File: src/rtl/if_fetch_queue.sv
// Instruction fetch front end: issues word fetches to the instruction SRAM,
// tracks up to MAX_OUT outstanding requests in an in-flight FIFO, and buffers
// returned instructions in an IQ_DEPTH-entry queue that feeds the decode stage.
// Redirects (exception, ertn, branch) flush the queue and flip a 1-bit epoch so
// responses to requests issued before the redirect are dropped on return.
// A misaligned fetch address produces a single ADEF entry and halts fetching
// until the next redirect.
module if_fetch_queue #(
  parameter logic [31:0] RESET_PC = 32'h1c000000,
  parameter int          MAX_OUT  = 2,
  parameter int          IQ_DEPTH = 4
) (
  input  logic        clk,
  input  logic        reset,
  // instruction SRAM request channel
  output logic        inst_sram_req,
  output logic        inst_sram_wr,
  output logic [1:0]  inst_sram_size,
  output logic [31:0] inst_sram_addr,
  output logic [3:0]  inst_sram_wstrb,
  output logic [31:0] inst_sram_wdata,
  input  logic        inst_sram_addr_ok,
  input  logic        inst_sram_data_ok,
  input  logic [31:0] inst_sram_rdata,
  // redirect sources and branch stall
  input  logic        ex_valid,
  input  logic [31:0] ex_entry,
  input  logic        ertn_valid,
  input  logic [31:0] era_pc,
  input  logic        br_taken,
  input  logic [31:0] br_target,
  input  logic        br_stall,
  // decode-side queue head
  output logic        out_valid,
  input  logic        out_ready,
  output logic [31:0] out_pc,
  output logic [31:0] out_inst,
  output logic        out_adef
);

  // Pointer widths stay at least 1 bit so a depth of 1 still elaborates.
  localparam int OP_W  = (MAX_OUT  > 1) ? $clog2(MAX_OUT)  : 1;
  localparam int IP_W  = (IQ_DEPTH > 1) ? $clog2(IQ_DEPTH) : 1;
  // Counter width must hold out_cnt + iq_cnt (each <= IQ_DEPTH) without wrap.
  localparam int CNT_W = $clog2(IQ_DEPTH + 1) + 1;

  localparam logic [CNT_W-1:0] MAX_OUT_C  = CNT_W'(MAX_OUT);
  localparam logic [CNT_W-1:0] IQ_DEPTH_C = CNT_W'(IQ_DEPTH);
  localparam logic [OP_W-1:0]  OP_LAST    = OP_W'(MAX_OUT - 1);
  localparam logic [IP_W-1:0]  IP_LAST    = IP_W'(IQ_DEPTH - 1);
  localparam logic [CNT_W-1:0] CNT_ONE    = CNT_W'(1);

  // Wrap an in-flight FIFO pointer modulo MAX_OUT.
  function automatic logic [OP_W-1:0] op_inc(input logic [OP_W-1:0] p);
    return (p == OP_LAST) ? '0 : p + 1'b1;
  endfunction

  // Wrap an instruction-queue pointer modulo IQ_DEPTH.
  function automatic logic [IP_W-1:0] ip_inc(input logic [IP_W-1:0] p);
    return (p == IP_LAST) ? '0 : p + 1'b1;
  endfunction

  // Fetch control state
  logic [31:0]      fetch_pc_q, fetch_pc_d;
  logic             epoch_q,    epoch_d;
  logic             halted_q,   halted_d;
  logic [CNT_W-1:0] out_cnt_q,  out_cnt_d;

  // In-flight FIFO: pointers are control, entries are data
  logic [OP_W-1:0]  of_wr_q, of_wr_d;
  logic [OP_W-1:0]  of_rd_q, of_rd_d;
  logic [31:0]      of_pc_mem [MAX_OUT];
  logic             of_ep_mem [MAX_OUT];

  // Instruction queue
  logic [IP_W-1:0]  iq_wr_q,  iq_wr_d;
  logic [IP_W-1:0]  iq_rd_q,  iq_rd_d;
  logic [CNT_W-1:0] iq_cnt_q, iq_cnt_d;
  logic [31:0]      iq_pc_mem   [IQ_DEPTH];
  logic [31:0]      iq_inst_mem [IQ_DEPTH];
  logic             iq_adef_mem [IQ_DEPTH];

  // Per-cycle decisions
  logic             redirect;
  logic [31:0]      redir_tgt;
  logic [31:0]      next_addr;
  logic             epoch_new;
  logic [CNT_W-1:0] iq_cnt_eff;
  logic             aligned;
  logic             req;
  logic             issue;
  logic             resp;
  logic             resp_keep;
  logic             adef_push;
  logic             iq_push;
  logic             iq_pop;
  logic [31:0]      iq_push_pc;
  logic [31:0]      iq_push_inst;
  logic             iq_push_adef;

  // Redirect source priority: exception over ertn over branch.
  always_comb begin
    redirect  = ex_valid | ertn_valid | br_taken;
    redir_tgt = br_target;
    if (ex_valid) begin
      redir_tgt = ex_entry;
    end else if (ertn_valid) begin
      redir_tgt = era_pc;
    end
  end

  assign next_addr  = redirect ? redir_tgt : fetch_pc_q;
  // A request issued in the redirect cycle already belongs to the new epoch.
  assign epoch_new  = epoch_q ^ redirect;
  // The queue is flushed on redirect, so its slots are free for new credits.
  assign iq_cnt_eff = redirect ? '0 : iq_cnt_q;
  assign aligned    = (next_addr[1:0] == 2'b00);

  // Credit rule: every outstanding request must have a guaranteed queue slot.
  assign req = ~reset & ~br_stall & ~halted_q & aligned
             & (out_cnt_q < MAX_OUT_C)
             & ((out_cnt_q + iq_cnt_eff) < IQ_DEPTH_C);
  assign issue = req & inst_sram_addr_ok;

  // A response with nothing outstanding is a protocol violation and ignored.
  assign resp      = inst_sram_data_ok & (out_cnt_q != '0);
  assign resp_keep = resp & ~redirect & (of_ep_mem[of_rd_q] == epoch_new);

  // Misaligned fetch: wait for older responses to drain, then queue one ADEF.
  assign adef_push = ~reset & ~redirect & ~halted_q & ~aligned
                   & (out_cnt_q == '0) & (iq_cnt_q < IQ_DEPTH_C);

  // resp_keep needs out_cnt != 0 and adef_push needs out_cnt == 0: never both.
  assign iq_push      = resp_keep | adef_push;
  assign iq_pop       = (iq_cnt_q != '0) & out_ready & ~redirect;
  assign iq_push_pc   = resp_keep ? of_pc_mem[of_rd_q] : next_addr;
  assign iq_push_inst = resp_keep ? inst_sram_rdata : 32'h0;
  assign iq_push_adef = ~resp_keep;

  // Next-state for fetch PC, epoch, halt flag and in-flight bookkeeping.
  always_comb begin
    fetch_pc_d = fetch_pc_q;
    epoch_d    = epoch_new;
    halted_d   = halted_q;
    out_cnt_d  = out_cnt_q;
    of_wr_d    = of_wr_q;
    of_rd_d    = of_rd_q;

    if (issue) begin
      fetch_pc_d = next_addr + 32'd4;
    end else if (redirect) begin
      fetch_pc_d = redir_tgt;
    end

    if (redirect) begin
      halted_d = 1'b0;
    end else if (adef_push) begin
      halted_d = 1'b1;
    end

    if (issue) begin
      of_wr_d = op_inc(of_wr_q);
    end
    if (resp) begin
      of_rd_d = op_inc(of_rd_q);
    end

    case ({issue, resp})
      2'b10:   out_cnt_d = out_cnt_q + CNT_ONE;
      2'b01:   out_cnt_d = out_cnt_q - CNT_ONE;
      default: out_cnt_d = out_cnt_q;
    endcase
  end

  // Next-state for the instruction queue; a redirect empties it outright.
  always_comb begin
    iq_wr_d  = iq_wr_q;
    iq_rd_d  = iq_rd_q;
    iq_cnt_d = iq_cnt_q;

    if (redirect) begin
      iq_wr_d  = '0;
      iq_rd_d  = '0;
      iq_cnt_d = '0;
    end else begin
      if (iq_push) begin
        iq_wr_d = ip_inc(iq_wr_q);
      end
      if (iq_pop) begin
        iq_rd_d = ip_inc(iq_rd_q);
      end
      case ({iq_push, iq_pop})
        2'b10:   iq_cnt_d = iq_cnt_q + CNT_ONE;
        2'b01:   iq_cnt_d = iq_cnt_q - CNT_ONE;
        default: iq_cnt_d = iq_cnt_q;
      endcase
    end
  end

  // Control registers; reset drops every outstanding request and queued entry.
  always_ff @(posedge clk) begin
    if (reset) begin
      fetch_pc_q <= RESET_PC;
      epoch_q    <= 1'b0;
      halted_q   <= 1'b0;
      out_cnt_q  <= '0;
      of_wr_q    <= '0;
      of_rd_q    <= '0;
      iq_wr_q    <= '0;
      iq_rd_q    <= '0;
      iq_cnt_q   <= '0;
    end else begin
      fetch_pc_q <= fetch_pc_d;
      epoch_q    <= epoch_d;
      halted_q   <= halted_d;
      out_cnt_q  <= out_cnt_d;
      of_wr_q    <= of_wr_d;
      of_rd_q    <= of_rd_d;
      iq_wr_q    <= iq_wr_d;
      iq_rd_q    <= iq_rd_d;
      iq_cnt_q   <= iq_cnt_d;
    end
  end

  // In-flight FIFO storage: address and epoch of each issued request.
  always_ff @(posedge clk) begin
    if (issue) begin
      of_pc_mem[of_wr_q] <= next_addr;
      of_ep_mem[of_wr_q] <= epoch_new;
    end
  end

  // Instruction queue storage: returned instructions and ADEF markers.
  always_ff @(posedge clk) begin
    if (iq_push & ~redirect) begin
      iq_pc_mem[iq_wr_q]   <= iq_push_pc;
      iq_inst_mem[iq_wr_q] <= iq_push_inst;
      iq_adef_mem[iq_wr_q] <= iq_push_adef;
    end
  end

  assign inst_sram_req   = req;
  assign inst_sram_addr  = next_addr;
  assign inst_sram_wr    = 1'b0;
  assign inst_sram_size  = 2'b10;
  assign inst_sram_wstrb = 4'h0;
  assign inst_sram_wdata = 32'h0;

  assign out_valid = ~reset & (iq_cnt_q != '0);
  assign out_pc    = iq_pc_mem[iq_rd_q];
  assign out_inst  = iq_inst_mem[iq_rd_q];
  assign out_adef  = out_valid & iq_adef_mem[iq_rd_q];

endmodule

File: config.mk
export PLATFORM = sky130hd
export DESIGN_NAME = if_fetch_queue
export DESIGN_NICKNAME = d
export VERILOG_FILES = /design/src/rtl/if_fetch_queue.sv
export SDC_FILE = /design/constraint.sdc
export NUM_CORES = 1
export LEC_CHECK = 0
export BUFFER_PORTS_ARGS = -buffer_cell sky130_fd_sc_hd__buf_2
export CORE_MARGIN = 5
export CORE_UTILIZATION = 56
export DETAILED_ROUTE_END_ITERATION = 7
export PLACE_DENSITY_LB_ADDON = 0.2
export SLEW_MARGIN = 20
export SYNTH_ARGS = -nofsm -noshare
export SYNTH_HDL_FRONTEND = slang
export SYNTH_SLANG_ARGS = --single-unit
File: constraint.sdc
create_clock -name clk -period 7.4 [get_ports clk]
set_input_delay 0.37 -clock clk [delete_from_list [all_inputs] [get_ports clk]]
set_output_delay 0.37 -clock clk [all_outputs]
set_load 0.01 [all_outputs]
### Yosys cells after proc, flatten, opt, wreduce, memory -nomap -nowiden

Memory sizes are Yosys's and may differ from the RTL's. A register that Yosys moved wholly into a read port is not among the register bits.
Cells that the tools add are included.

| storage, ports and cells | value |
|---|---|
| register bits after elaboration | 48 |
| RAM bits | 326 |
| bits in latches | 0 |
| bits of input ports | 137 |
| ROM bits | 0 |
| memories kept | 5 |
| logic and storage cells | 97 |

| operators by class | value |
|---|---|
| equal/unequal tests | 7 |
| reduce and logical (&&, ||, !) cells | 7 |
| div/mod/pow operators | 0 |
| shifts and indexed selects | 0 |
| $add $sub $neg | 10 |
| bitwise operators | 29 |
| multipliers | 0 |
| magnitude comparators | 3 |
| multiplexer cells | 27 |

Memories:

| name | depth | bits a word | rd ports | clocked after Yosys merged registers in | write ports | line | RTL |
|---|---|---|---|---|---|---|---|
| iq_inst_mem | 4 | 32 | 1 | 1 | 1 | 80 | `logic [31:0] iq_inst_mem [IQ_DEPTH];` |
| iq_pc_mem | 4 | 32 | 1 | 1 | 1 | 79 | `logic [31:0] iq_pc_mem [IQ_DEPTH];` |
| of_pc_mem | 2 | 32 | 1 | 1 | 1 | 72 | `logic [31:0] of_pc_mem [MAX_OUT];` |
| iq_adef_mem | 4 | 1 | 1 | 1 | 1 | 81 | `logic iq_adef_mem [IQ_DEPTH];` |
| of_ep_mem | 2 | 1 | 1 | 1 | 1 | 73 | `logic of_ep_mem [MAX_OUT];` |

Operator list:

| kind | count |
|---|---|
| 2-to-1 mux 32 bit | 6 |
| adder 32 x 3 -> 32 bit (second input constant) | 1 |
| AND 1 bit | 19 |
| 2-to-1 mux 2 bit | 8 |
| case mux 4 bit (2 select lines) | 2 |
| 2-to-1 mux 1 bit | 10 |
| adder 4 x 1 -> 4 bit (second input constant) | 2 |
| equality test 2 bit (second input constant) | 4 |
| less-than comparator 4 x 3 -> 1 bit (second input constant) | 2 |
| nonzero test 4 bit | 2 |
| subtractor 4 x 1 -> 4 bit (second input constant) | 2 |
| NOT 1 bit | 6 |
| adder 2 x 1 -> 2 bit (second input constant) | 2 |
| adder 4 bit | 1 |
| equality test 2 x 1 -> 1 bit (second input constant) | 2 |
| zero test 4 bit | 1 |
| less-than comparator 4 x 2 -> 1 bit (second input constant) | 1 |
| 2-to-1 mux 4 bit | 1 |
| nonzero test 2 bit | 2 |
| bitwise OR 1 bit | 3 |
| adder 1 bit (second input constant) | 2 |
| zero test 2 bit | 1 |
| OR reduction 2 bit | 1 |
| equality test 1 bit | 1 |
| bitwise XOR 1 bit | 1 |

### Depth between registers and ports, before layout

| depth | value |
|---|---|
| depth after elaboration | 12 |
| gate-level depth with buffers | 19 |
| mapped depth without buffers | 14 |

### Least setup slack after synthesis

Ideal clock, no wire load.

| path | value |
|---|---|
| kind | input to register |
| from | input br_taken |
| to | memory iq_adef_mem[0] (enable) |
| data arrival time | 4.821 ns |
| setup time | 0.496 ns |
| path slack | 2.083 ns |
| data required time | 6.904 ns |
| stages on the path | 9 |
| cells stage by stage | buf_2 -> nor3_2 -> buf_4 -> buf_6 -> buf_4 -> nand2_1 -> nor4_1 -> nor2_1 -> nor2b_1 |

| on the way | value |
|---|---|
| word-level cells in the longest chain between the ends | 11 |

Ends and longest elaborated chain:

| item | line | RTL |
|---|---|---|
| start, declared | 30 | `input logic br_taken,` |
| bitwise OR 1 bit * | 103 | `redirect = ex_valid \| ertn_valid \| br_taken;` |
| NOT 1 bit / 2-to-1 mux 32 bit (equally long branches) | - |  |
| AND 1 bit / zero test 2 bit (equally long branches) | 130, 117 |  |
| AND 1 bit / NOT 1 bit (equally long branches) | 130 | `assign adef_push = ~reset & ~redirect & ~halted_q & ~aligned` |
| AND 1 bit | 130 |  |
| AND 1 bit (2 in series) | 131 | `& (out_cnt_q == '0) & (iq_cnt_q < IQ_DEPTH_C);` |
| bitwise OR 1 bit | 134 | `assign iq_push = resp_keep \| adef_push;` |
| AND 1 bit * | 235 | `if (iq_push & ~redirect) begin` |
| 2-to-1 mux 1 bit * | 235 |  |
| 2-to-1 mux 1 bit (not written as such) * | 238 | `iq_adef_mem[iq_wr_q] <= iq_push_adef;` |
| end, declared | 81 |  |

Every way passes the cells marked *; elsewhere a longest branch is shown, timed or not.

==> impl_results.md <==
- Count of placed standard cells including taps: 1624
- Total Die Area: 32700 um^2
- Fraction of final layout cells with drive strength greater than 1: 30.61%
- GRT Resource Usage Total: 20.66%
- Clock edge transition at the registers on the reported setup and hold paths: 0.05 ns
- Combined flip-flop and latch cell area: 10820 um^2
- Detailed-route wire length per cell: 20.37 um
- Buffer depth of the longest clock path: 3
- Class of the tightest hold or removal check: primary input to flip-flop
- Startpoint class of the critical path: flip-flop
- Via total after detailed routing: 9558
- Horizontal die dimension: 180.8 um
- Endpoint required time on the critical path: 7.54 ns
- Endpoints failing hold: 0
- Initial drt markers: 595
- Count of state elements after synthesis: 377
- Max Fanout on Critical Path: 97
- Seq/Total Area, Yosys: 66.14%
- Detail Route Antenna Nets: 0
- Routed via count divided by cell count: 5.639
- Total core area: 28780 um^2
- Total half-perimeter wirelength after legalization and detailed placement: 22200 um
- CP Capture Type: flip-flop
- Congestion Overflow GR: 0
- Setup TNS: 0 ns
- Critical Path Slowest Stage Cell: sky130_fd_sc_hd__dfxtp_2
- RePlAce Congestion: 0.8314
- Antenna violations before repair: 1
- Site Rows: 62
- Top-area cell type share of the netlist area: 59.89%
- Number of warning messages in the yosys log: 0
- Maximum level of the CTS H-tree: 2
- Post-Synthesis Cells: 1061
- Post-synth cell types: 77
- Setup repair after global routing missed its margin: no
- Pins Over Slew Limit: 0
- Most used flip-flop cell after synthesis: sky130_fd_sc_hd__edfxtp_1
- Beginning of the worst hold path: inst_sram_rdata[15]
- Die outline height: 180.8 um
- Final standard cell count with taps included and fillers excluded: 1695
- I/O pin cnt: 275
- Share of the clock period used by the worst path after layout: 62.44%
- Synth async-reset ratio: 0%
- Multi-input gate area in the final layout: 5019 um^2
- Clock latency of the later-clocked register in the worst-skew pair: 0.52 ns
- Most numerous cell in the Yosys netlist: sky130_fd_sc_hd__edfxtp_1
- Effective utilization at floorplan: 56.79%
- Setup violators final: 0
- First drt pass iteration count: 5
- Setup bufs post-CTS: 0
- Highest clock rate: 216.4 MHz
- Cell-by-cell listing of the critical path: mux2i_1 > xor2_1 > and3_4 > nor2_1 > nor2b_4 > buf_4
- First-pass GRT wire length: 53850 um
- Post-detailed-routing wire length: 34520 um
- Number of buffers added on ports: 235
- Outcome: complete, no violations
- Leakage power summed over all cells: 0.006761 uW
- Start-to-end type of the worst setup path: flip-flop to flip-flop
- CP delay by family, top: simple AND/OR/NAND/NOR gates
- Clock tree skew after final layout: 0.02050 ns
- Worst Max-Slew Pin Slew: 1.066 ns
- Headroom to the max-slew limit: 28.94%
- Number of global-route vias before repair: 9629
- Largest area contributor in the synthesized netlist: sky130_fd_sc_hd__edfxtp_1
- Root buffer selected by CTS: sky130_fd_sc_hd__clkbuf_16
- Synthesis-to-finish area growth: 15.22%
- Post-CTS Hold Fix Bufs: 0
- Total clock sinks: 377
- VDD IR max: 0.1393 mV
- Main area contributors after synthesis: sky130_fd_sc_hd__edfxtp_1, sky130_fd_sc_hd__mux4_2, sky130_fd_sc_hd__dfxtp_1, sky130_fd_sc_hd__mux2i_1, sky130_fd_sc_hd__buf_4
- Synth Cell Area: 16340 um^2
- Net count of the finished layout: 1434
- EDFF count, synth: 326
- Buffers & Inverters on Critical Path: 1
- Clock tree from TritonCTS: built
- Fillers: 2131
- Largest incremental delay on the critical path: 1.03 ns
- Top cells by count, synth: sky130_fd_sc_hd__edfxtp_1, sky130_fd_sc_hd__nor2_1, sky130_fd_sc_hd__a21oi_1, sky130_fd_sc_hd__mux4_2, sky130_fd_sc_hd__nand2_1
- Post-CTS Resized: 0
- Clock buffers created by TritonCTS: 40
- Endpoint arrival time on the critical path: 4.76 ns
- Maximum number of pins on one net before global-route repair: 98
- Maximum Capacitance Violations: 0
- Post-Synthesis Mean Instance Area: 15.40 um^2
- Count of unresolved DRC violations after routing: 0
- Post-layout min period: 4.621 ns
- Power per unit of standard cell area: 238.4 nW/um^2
## cell families after synthesis
logic type / Yosys count / synth area share (%)
adders and majority gates: 15 / 1.194
buffers and inverters: 115 / 4.348
other: 2 / 0.04595
and+or+nand+nor: 269 / 8.941
muxes: 129 / 12.98
AOI/OAI and AO/OA: 136 / 5.382
xor gates and xnor gates: 18 / 0.9645
DFF: 377 / 66.14
## routing by layer
metal	track usage, %	part of all wire, %	vias up
met5	0	0	-
met4	4.386	1.5	0
met3	3.881	6.5	39
met2	34.64	49	356
met1	28.71	43	4718
li1	-	-	4445
## report_power, final
part	internal [uW]	switching [uW]	total [uW]
registers	2340	13.9	2350
clock network	1090	761	1850
logic	110	181	291
## registers in the layout, summed over array words and instances, names as in the netlist, named ones only
name and flops:
of_pc_mem 64, iq_pc_mem 128, iq_adef_mem 4, iq_wr_q 2, of_rd_q 1, iq_cnt_q 4
of_wr_q 1, iq_inst_mem 128, of_ep_mem 2, iq_rd_q 2, halted_q 1, fetch_pc_q 32
epoch_q 1, out_cnt_q 4
## final timing paths
path | to | slack (ns) | cells after the start
max reg2reg | iq_inst_mem[3][10] | 2.78 | 6
min reg2reg | halted_q | 0.49 | 1
max | iq_inst_mem[3][10] | 2.78 | 6
min | iq_inst_mem[2][15] | 0.21 | 2
## layout by cell type (no fill, tap or decap), drive strengths merged, types with 5 or more instances in the layout
cell    count
nand3b     12
clkbuf     51
o211ai     10
a221o       5
mux2i      50
and3        7
nor4        6
edfxtp    326
nand2      52
o22ai       5
and4        8
dfxtp      51
a22oi       5
or3         6
xnor2       7
o21ai      13
nand3       6
xor2       11
a31oi       5
a21oi      67
and2       46
nand4       7
nor3       15
mux2       14
nor2b       7
inv        15
nand2b     12
clkinv     14
nor2       69
conb       39
buf       244
mux4       65
ha         14
## metrics by stage
step / hold WS, ns / area [um^2] / total power, uW / worst slack [ns] / util [%]
2_1_floorplan: 0.4620 / 16480 / 2591 / 2.083 / -
3_3_place_gp: 0.4744 / 17610 / 2680 / 2.443 / 61.19
3_5_place_dp: 0.4799 / 17610 / 2685 / 2.311 / 61.19
4_1_cts: 0.1935 / 18830 / 4532 / 2.639 / 65.41
5_1_grt: 0.2186 / 18830 / 4656 / 2.426 / 65.42
6_report: 0.2095 / 18830 / 4490 / 2.779 / 65.43
## area by class of cell
type	instances	area share, %
tap	384	2.551
clock buffer	51	5.647
antenna	1	0.01329
sequential	377	57.45
multi-input combinational	606	26.65
clock inverter	19	0.8039
inverter	13	0.2591
timing repair buffer	244	6.624
Power figures use the tool's default switching activity.
